===== src/rtl/serial_adder_pkg.sv =====
`default_nettype none
// ============================================================================
//  Module      : adder (package)
//  Description : Shared definitions for the bit-serial adder: default operand
//                width and the FSM state encoding.
//  Revision    : 1.0 - initial release
// ============================================================================
package adder;

    // Default operand width when the instantiating code does not override it.
    localparam int unsigned C_WIDTH_DEFAULT = 8;

    // FSM state encoding, kept as plain constants for legacy tool flows.
    typedef logic [1:0] state_t;

    localparam state_t C_ST_IDLE = 2'd0;
    localparam state_t C_ST_RUN  = 2'd1;
    localparam state_t C_ST_DONE = 2'd2;

endpackage : adder
`default_nettype wire


===== src/rtl/serial_adder_full_adder.sv =====
`default_nettype none
// ============================================================================
//  Module      : full_adder
//  Description : One-bit full adder cell used as the per-bit datapath of the
//                serial adder.
//  Ports       : a, b  - operand bits
//                c     - carry in
//                sum   - sum bit
//                carry - carry out
//  Revision    : 1.0 - initial release
// ============================================================================
module full_adder (
    input  logic a,
    input  logic b,
    input  logic c,
    output logic sum,
    output logic carry
);

    assign sum   = a ^ b ^ c;
    assign carry = (a & b) | (a & c) | (b & c);

endmodule : full_adder
`default_nettype wire


===== src/rtl/serial_adder.sv =====
`default_nettype none
// ============================================================================
//  Module      : serial_adder
//  Description : Bit-serial unsigned adder. Operands are accepted with a
//                valid/ready handshake, summed LSB first through a single
//                full_adder cell (one bit per clock), and the result is held
//                until the consumer takes it.
//  Ports       : clk, rst            - clock, asynchronous active-high reset
//                in_valid / in_ready - operand handshake
//                a, b, cin           - operands and carry-in
//                out_valid/out_ready - result handshake
//                sum, cout           - result modulo 2^WIDTH and carry out
//                ovf                 - signed overflow (SERIAL_ADDER_OVF_EN only)
//  Config      : `define SERIAL_ADDER_OVF_EN adds the ovf output.
//  Revision    : 1.0 - initial release
// ============================================================================
module serial_adder
    import adder::*;
#(
    parameter int WIDTH = C_WIDTH_DEFAULT
) (
    input  logic             clk,
    input  logic             rst,
    input  logic             in_valid,
    output logic             in_ready,
    input  logic [WIDTH-1:0] a,
    input  logic [WIDTH-1:0] b,
    input  logic             cin,
    output logic             out_valid,
    input  logic             out_ready,
    output logic [WIDTH-1:0] sum,
`ifdef SERIAL_ADDER_OVF_EN
    output logic             ovf,
`endif
    output logic             cout
);

    localparam int             CNT_W  = $clog2(WIDTH);
    localparam logic [CNT_W-1:0] C_LAST = CNT_W'(WIDTH - 1);

    state_t           state_q, state_d;
    logic [WIDTH-1:0] a_sh_q, a_sh_d;
    logic [WIDTH-1:0] b_sh_q, b_sh_d;
    logic [WIDTH-1:0] res_q, res_d;
    logic             carry_q, carry_d;
    logic [CNT_W-1:0] cnt_q, cnt_d;
`ifdef SERIAL_ADDER_OVF_EN
    logic             ovf_q, ovf_d;
`endif

    logic             w_fa_sum;
    logic             w_fa_carry;

    full_adder u_full_adder (
        .a     (a_sh_q[0]),
        .b     (b_sh_q[0]),
        .c     (carry_q),
        .sum   (w_fa_sum),
        .carry (w_fa_carry)
    );

    always_comb begin
        state_d = state_q;
        a_sh_d  = a_sh_q;
        b_sh_d  = b_sh_q;
        res_d   = res_q;
        carry_d = carry_q;
        cnt_d   = cnt_q;
`ifdef SERIAL_ADDER_OVF_EN
        ovf_d   = ovf_q;
`endif
        case (state_q)
            C_ST_IDLE: begin
                if (in_valid) begin
                    a_sh_d  = a;
                    b_sh_d  = b;
                    carry_d = cin;
                    cnt_d   = '0;
                    res_d   = '0;
`ifdef SERIAL_ADDER_OVF_EN
                    ovf_d   = 1'b0;
`endif
                    state_d = C_ST_RUN;
                end
            end
            C_ST_RUN: begin
                a_sh_d  = a_sh_q >> 1;
                b_sh_d  = b_sh_q >> 1;
                // After WIDTH shifts the first sum bit lands in bit 0.
                res_d   = {w_fa_sum, res_q[WIDTH-1:1]};
                carry_d = w_fa_carry;
                cnt_d   = cnt_q + CNT_W'(1);
                if (cnt_q == C_LAST) begin
`ifdef SERIAL_ADDER_OVF_EN
                    // On the MSB, carry_q is the carry into the MSB.
                    ovf_d   = carry_q ^ w_fa_carry;
`endif
                    state_d = C_ST_DONE;
                end
            end
            C_ST_DONE: begin
                if (out_ready) begin
                    state_d = C_ST_IDLE;
                end
            end
            default: begin
                state_d = C_ST_IDLE;
            end
        endcase
    end

    always_ff @(posedge clk or posedge rst) begin
        if (rst) begin
            state_q <= C_ST_IDLE;
            a_sh_q  <= '0;
            b_sh_q  <= '0;
            res_q   <= '0;
            carry_q <= 1'b0;
            cnt_q   <= '0;
`ifdef SERIAL_ADDER_OVF_EN
            ovf_q   <= 1'b0;
`endif
        end else begin
            state_q <= state_d;
            a_sh_q  <= a_sh_d;
            b_sh_q  <= b_sh_d;
            res_q   <= res_d;
            carry_q <= carry_d;
            cnt_q   <= cnt_d;
`ifdef SERIAL_ADDER_OVF_EN
            ovf_q   <= ovf_d;
`endif
        end
    end

    // Handshake flags decode straight from state so reset takes effect at once.
    assign in_ready  = (state_q == C_ST_IDLE);
    assign out_valid = (state_q == C_ST_DONE);
    assign sum       = res_q;
    // The carry register still holds the MSB carry-out while in DONE.
    assign cout      = carry_q;
`ifdef SERIAL_ADDER_OVF_EN
    assign ovf       = ovf_q;
`endif

endmodule : serial_adder
`default_nettype wire


===== config.mk =====
export PLATFORM = sky130hd
export DESIGN_NAME = serial_adder
export DESIGN_NICKNAME = d
export VERILOG_FILES = /design/src/rtl/serial_adder_pkg.sv /design/src/rtl/serial_adder_full_adder.sv /design/src/rtl/serial_adder.sv
export SDC_FILE = /design/constraint.sdc
export NUM_CORES = 1
export LEC_CHECK = 0
export ABC_AREA = 1
export CORE_ASPECT_RATIO = 1.75
export CORE_MARGIN = 1
export CORE_UTILIZATION = 40
export DETAILED_ROUTE_END_ITERATION = 7
export HOLD_SLACK_MARGIN = 0.06
export SETUP_SLACK_MARGIN = 0.05
export SYNTH_ARGS = -nofsm -noshare
export SYNTH_HDL_FRONTEND = slang
export SYNTH_SLANG_ARGS = --single-unit

===== constraint.sdc =====
create_clock -name clk -period 1.4 [get_ports clk]
set_input_delay 0.14 -clock clk [delete_from_list [all_inputs] [get_ports clk]]
set_output_delay 0.14 -clock clk [all_outputs]
set_load 0.1 [all_outputs]

# [Word-level counts from Yosys, hierarchy flattened]
# Cells that the tools add are included.
[word_totals] register_bits=30 output_inout_bits=11 inputBits=21 word_cells=38
[classes] bitwise_logic=7 add_sub_neg=1 n_eq_ne=6 mux=14 n_reduce_logical=4
[op_table] operator="case mux 8 bit (2 select lines)" n=3
[op_table] operator="2-to-1 mux 8 bit" n=3
[op_table] operator="2-to-1 mux 2 bit" n=3
[op_table] operator="case mux 2 bit (3 select lines)" n=1
[op_table] operator="case mux 3 bit (2 select lines)" n=1
[op_table] operator="!= test 2 bit (second input constant)" n=2
[op_table] operator="adder 3 x 1 -> 3 bit (second input constant)" n=1
[op_table] operator="bitwise AND 1 bit" n=3
[op_table] operator="== test 3 bit (second input constant)" n=1
[op_table] operator="2-to-1 mux 3 bit" n=1
[op_table] operator="AND reduction 3 bit" n=1
[op_table] operator="== test 2 x 1 -> 1 bit (second input constant)" n=1
[op_table] operator="== test 2 bit (second input constant)" n=1
[op_table] operator="zero test 2 bit" n=1
[op_table] operator="!= test 2 x 1 -> 1 bit (second input constant)" n=1
[op_table] operator="bitwise OR 1 bit" n=2
[op_table] operator="case mux 1 bit (2 select lines)" n=1
[op_table] operator="AND reduction 2 bit" n=1
[op_table] operator="nonzero test 2 bit" n=1
[op_table] operator="XOR 1 bit" n=2
[op_table] operator="2-to-1 mux 1 bit" n=1

# [Logic depth before layout (Yosys ltp)]
# Gate-level depths: netlist (run 1).
[depth] ltp_word=4 depth_mapped=6 mapped_depth_nobuf=5

# [Modules after synthesis]
# From an unflattened synthesis (run 1), not the netlist that was laid out.
[hier_totals] cells_unflattened=191 hier_area_um2=1450.1
[modules_own_cells] module="serial_adder" area_per_inst_um2=1430.1 cells_per_inst=190 n_inst=1
[modules_own_cells] module="full_adder" area_per_inst_um2=20.0 cells_per_inst=1 n_inst=1

# [Worst setup path before layout (run 1)]
# OpenSTA, ideal clock, no wires.
[synth_path] path_type="register to register" startpoint="register state_q[0]" endpoint="register a_sh_q[7]" path_stages_with_launch=6 t_required_ns=1.323 t_arrival_ns=2.253 setup_time_ns=0.077 setup_slack_ns=-0.930 n_path_buf=2 synth_period_minus_slack_ns=2.330 path_cell_list="dfrtp_1 -> buf_6 -> buf_6 -> nor2_1 -> nand3_1 -> o21ai_2"
[synth_between] elab_chain_cells=3 elab_cells_between_ends=6 cone_classes="eq/ne: 2; mux: 1; reduce/logical: 3"
[synth_rtl] element="from (decl)" line_no="serial_adder.sv:41" source="state_t state_q, state_d;"
[synth_rtl] element="from (signal assigned)" line_no="serial_adder.sv:124" source="state_q <= state_d;"
[synth_rtl] element="zero test 2 bit *"
[synth_rtl] element="named net in_ready" line_no="serial_adder.sv:25" source="output logic in_ready,"
[synth_rtl] element="!= test 2 bit (no source line) or nonzero test 2 bit (tied branches)"
[synth_rtl] element="AND reduction 2 bit (no source line)"
[synth_rtl] element="to (signal assigned)" line_no="serial_adder.sv:125" source="a_sh_q <= a_sh_d;"
[synth_rtl] element="to (decl)" line_no="serial_adder.sv:42" source="logic [WIDTH-1:0] a_sh_q, a_sh_d;"
# Mark *: on every way through the listed nets, which the timed path passes. The rest lies on a longest branch.
# A chain may end at the register's enable or synchronous reset.

# [Worst setup path after layout (run 1)]
[layout_path] startpoint="register state_q[0]" endpoint="output port out_valid"
[layout_between] elab_chain_cells=1
[layout_rtl] element="== test 2 bit" line_no="serial_adder.sv:138" source="assign out_valid = (state_q == C_ST_DONE);"
[layout_rtl] element="to (decl)" line_no="serial_adder.sv:29" source="output logic out_valid,"
# Every way passes these cells.

==> run summary, run 1 <==
outcome - completed
CP Cell Sequence - buf_4 > nor2_4 > buf_12
post-synthesis cell area - 1545 um^2
largest net degree at the start of global routing - 31
clock slew at reported path FFs - 60 ps
synth top area cells - dfrtp_1 49%, nand2_1 18%, inv_1 8.7%, nand3_1 6.2%, buf_6 3.6%
final net count - 255
adder-cell area share of the yosys netlist - 0.02915
antenna viol nets, final - 0
post-synthesis cell count - 192
CTS sink count - 30
final worst path period share - 0.9420
CP delay by family, top - flip-flops
Skew-Pair Late Insertion Delay - 270 ps
global-route wire length before repair - 5.699 mm
routed len/inst - 11.53 um
Post-Synth XOR/XNOR Area - 0
I/O Buffers - 31
Final Hold Viols - 0
Synth Area per Inst - 8.048 um^2
Slew @ Worst Pin - 268.8 ps
Leakage - 1.117 nW
DRC errors left - 0
Async S/R FF share, synth - 1.000
fillcell total - 342
Worst Path Max Fanout - 9
GRT overflow - 0
diode count - 0
DIE WIDTH - 48.99 um
WP data arrival - 1180 ps
layout cells sized above 1 - 0.1861
Setup TNS - 0 ps
layer with the highest usage - met2
R2R depth - 5
Synth Area in Compound Gates - 0.06316
Layout area overhead - 37.49%
Main synth FF type - dfrtp_1
CP max stage cell - dfrtp_2
max-cap viol count - 0
placed cells - 268
met1 Track Usage GR - 0.2142
DIE AREA - 4126 um^2
Post-Route WL - 3.195 mm
core area - 3665 um^2
CTS root buffer - clkbuf_8
fmax - 758.3 MHz
Starting Density - 0.4216
CTS buffer count - 5
die height - 84.22 um
GPL Wtd Cong - 0.7585
M3 GR Usage - 0.03804
min-delay worst type - in2async
CTS tree - built
post-detail-place hpwl - 2.286 mm
warnings from Yosys - 0
Worst Skew - 4.627 ps
clk buf depth - 2
total number of vias - 1277
IR drop worst, VDD - 0.001450 V
initial antenna violation count - 0
GRT Util Overall - 0.1804
simple-gate area share of the yosys netlist - 0.2810
RSZ-0062 raised after global routing - yes
CP Depth - 3
Post-synth top cells - 74 x nand2_1, 36 x inv_1, 30 x dfrtp_1
Slew HR - 0.8206
Buf/Inv on CP - 2
number of synthesized flops with an enable pin - 0
final std cells w/o fill - 277
main combinational cell family by area after synthesis - simple AND/OR/NAND/NOR gates
CTS Hold Bufs - 0
io pins - 32
vias per cell - 4.610
count of cell types in the netlist - 23
pwr dens - 2504 nW/um^2
H-Tree Depth - 2
CP Launch Type - flip-flop
max-slew violation count - 0
post-synthesis net count - 216
Synth area leader - dfrtp_1
max incr delay on CP - 420 ps
vias in the first global route - 1279
multiplexer area fraction after synthesis - 0
post-synth top area share - 0.4858
Critical Path End Type - output pin
flops & latches, synth - 30
critical path type - reg2out
sequential share of the synthesized area - 0.4858
DRT iter0 DRCs - 32
final setup fails - 0
DRT Pass-1 Iters - 4
grt met2 use - 0.3081
Worst Path Required - 1260 ps
Final min period - 1319 ps
most instantiated library cell after synthesis - nand2_1
row count - 29
-- worst paths after layout --
| check | startpoint | to | slack [ps] |
|---|---|---|---|
| setup / recovery | state_q[0] | out_valid | 80 |
| hold / removal | rst | a_sh_q[7] | 210 |
| setup reg to reg | state_q[0] | cout | 120 |
| hold reg to reg | a_sh_q[2] | a_sh_q[2] | 480 |
| max in group asynchronous | rst | state_q[1] | 1010 |
| min in group clk | out_ready | state_q[1] | 460 |
-- cells in the final DEF, fill, tap and decap left out --
master / count
clkbuf_8: 5
nand2_8: 1
nand2_4: 1
nand2_1: 74
dfrtp_1: 27
a21oi_2: 1
o31ai_1: 1
ha_1: 2
inv_4: 1
nand3_1: 19
o21ai_1: 3
clkbuf_1: 2
clkdlybuf4s50_1: 20
buf_4: 8
nor2_1: 1
dfrtp_2: 2
o21ai_0: 2
or2_2: 1
inv_2: 1
o21ai_2: 4
a21oi_1: 1
fa_1: 1
buf_12: 12
nor2_4: 2
nor2_2: 1
dfrtp_4: 1
nand2_2: 1
inv_1: 35
o21ai_4: 1
-- repair_timing --
action,CTS,global route
setup buffers,1,1
setup endpoints to repair,2,2
gates resized for setup,1,1
-- state kept, by name, indices dropped and copies added, names as in the netlist --
name	flops
b_sh_q	8
state_q	2
cout	1
cnt_q	3
a_sh_q	8
sum	8
-- report_power, final --
group / internal, W / leakage [nW] / switching, W
clock: 0.000342 / 0.0383 / 0.000312
combinational: 0.00114 / 0.709 / 0.00194
sequential: 0.00128 / 0.370 / 0.000310
total: 0.00276 / 1.12 / 0.00256
-- per-layer routing --
| layer | share of wire | vias up |
|---|---|---|
| met5 | 0 | - |
| met3 | 0.032 | 2 |
| met1 | 0.43 | 598 |
| li1 | - | 647 |
| met2 | 0.53 | 30 |
| met4 | 0.0072 | 0 |
-- stage by stage --
step	hold WS, ps	setup WS, ps	area [um^2]	power [W]	utilization
after floorplan	230.8	-28.30	1564	0.003736	-
after global placement	460.7	100.5	2031	0.004604	0.5541
after detailed placement	464.8	65.24	2031	0.004684	0.5541
after CTS	209.8	55.41	2116	0.005373	0.5773
after global routing	229.4	37.59	2125	0.005711	0.5797
final	209.4	81.25	2125	0.005320	0.5797
-- logic make-up (layout without fill, tap and decap cells) --
logic type	count (synthesis)	count (layout)
AO/OA/AOI/OAI	13	13
adder cells (fa/ha/maj)	3	3
buffers and inverters	45	84
flip-flops	30	30
AND/OR/NAND/NOR	101	101
-- tightest hold or removal path: stages --
cell	delay, ps
clkdlybuf4s50_1	400
inv_1	90
buf_12	200
-- layout make-up --
class,instances,area (um^2),share of cell area
sequential,30,757.0,0.3563
multi-input combinational,117,591.8,0.2786
timing repair buffer,40,500.5,0.2356
inverter,37,141.4,0.06655
clock buffer,7,76.32,0.03592
tap,46,57.56,0.02709
No activity file was read; power rests on OpenSTA's default activity.
==> inputs of run 2 (changes only) <==
ABC_CLOCK_PERIOD_IN_PS = 1400   (was default)
SKIP_LAST_GASP = 1   (was default)
==> results of run 2 <==
Final layout, timing and power as in run 1 (identical DEF).
==> inputs of run 3 (changes only) <==
CORE_ASPECT_RATIO = 0.7   (was 1.75)
==> run summary, run 3 (same netlist as run 1, synthesis figures left out) <==
final net count - 256
DRT Pass-1 Iters - 4
Critical Path End Type - output pin
final worst path period share - 0.9358
vias per cell - 4.541
area of the multi-input gates - 591.8 um^2
diode count - 0
CTS sink count - 30
CTS buffer count - 5
GPL Wtd Cong - 0.7528
max-cap viol count - 0
I/O Buffers - 31
max incr delay on CP - 470 ps
Leakage - 1.137 nW
Slew HR - 0.7527
DRC errors left - 0
post-detail-place hpwl - 2.269 mm
die height - 54 um
Final min period - 1310 ps
critical path type - reg2out
outcome - completed
CP Launch Type - flip-flop
row count - 18
global-route wire length before repair - 5.644 mm
Worst Path Required - 1260 ps
routed len/inst - 11.09 um
Setup TNS - 0 ps
CTS root buffer - clkbuf_8
vias in the first global route - 1309
Post-Route WL - 3.139 mm
CP Cell Sequence - inv_4 > nor2_4 > buf_12
DIE AREA - 4119 um^2
min-delay worst type - in2async
largest net degree at the start of global routing - 31
most frequent cells in the layout - 74 x nand2_1, 35 x inv_1, 28 x dfrtp_1
fmax - 763.3 MHz
most common cell after layout, fill and taps aside - nand2_1
Worst Skew - 6.482 ps
antenna viol nets, final - 0
DRT iter0 DRCs - 64
IR drop worst, VDD - 0.001315 V
Layout area overhead - 39.60%
Worst Path Max Fanout - 7
final std cells w/o fill - 283
core area - 3603 um^2
layout cells sized above 1 - 0.1974
pwr dens - 2548 nW/um^2
GRT overflow - 0
DIE WIDTH - 76.29 um
RSZ-0062 raised after global routing - no
initial antenna violation count - 0
Buf/Inv on CP - 2
io pins - 32
CTS Hold Bufs - 0
clock slew at reported path FFs - 70 ps
clk buf depth - 2
GRT Util Overall - 0.1803
Register Area - 755.7 um^2
Starting Density - 0.4288
CTS tree - built
WP data arrival - 1170 ps
Final Hold Viols - 0
Slew @ Worst Pin - 371.0 ps
Skew-Pair Late Insertion Delay - 280 ps
fillcell total - 321
total number of vias - 1285
CP max stage cell - dfrtp_1
max-slew violation count - 0
placed cells - 272
CP delay by family, top - flip-flops
final setup fails - 0
H-Tree Depth - 2
## run 3: cell types whose count changed in the layout (fill, tap and decap cells not counted)
cell / previous run / this run
buf_4: 8 / 10
clkbuf_1: 2 / 0
clkbuf_8: 5 / 8
buf_12: 12 / 11
dfrtp_2: 2 / 1
dfrtp_1: 27 / 28
## run 3: timing repair
| action | CTS | global route |
|---|---|---|
| setup endpoints to repair | 2 | 0 |
| resized for setup | 1 | 0 |
| buffers inserted | 3 | 0 |
## run 3: metal layers
layer  global-route usage  share of wire  up-vias  wire length, um
met5                    0              0        -                0
met4              0.06090         0.0022        0                7
met3              0.04576          0.037        2              117
met2               0.3453           0.49       23             1531
met1               0.2025           0.47      608             1483
li1                     -              -      652                -
## run 3: tightest hold or removal path: stages
cell and delay (ps):
clkdlybuf4s50_1 400, inv_1 50, buf_4 330
## run 3: worst paths after layout
path,from,to,slack [ps],cells after the start
min in group clk,out_ready,state_q[1],440,2
max in group asynchronous,rst,cout,850,3
worst max-delay path,state_q[1],out_valid,90,3
worst max register to register,state_q[1],a_sh_q[3],150,5
worst min-delay path,rst,a_sh_q[5],240,3
worst min register to register,a_sh_q[4],a_sh_q[4],480,2
## run 3: per-stage QoR
step	setup WS [ps]	utilization	area [um^2]	total power (W)	hold WS, ps
final	89.86	0.5986	2157	0.005497	236.7
after detailed placement	42.50	0.5615	2023	0.004682	468.9
after CTS	76.83	0.5986	2157	0.005553	257.4
after global routing	54.78	0.5986	2157	0.005883	300.3
after floorplan	-28.30	-	1564	0.003736	230.8
after global placement	92.16	0.5615	2023	0.004587	462.4
## run 3: cell type report
type	instances	share of cell area
clock buffers	8	0.05104
inverters	37	0.06555
multi-input cells	117	0.2744
flip-flops and latches	30	0.3503
well taps	50	0.02900
repair buffers	41	0.2297
## run 3: power breakdown
group | switching, W | leakage, nW | total (W) | internal, W
Combinational | 0.00196 | 0.708 | 0.00311 | 0.00114
Clock | 0.000314 | 0.0575 | 0.000810 | 0.000496
Sequential | 0.000302 | 0.371 | 0.00158 | 0.00128
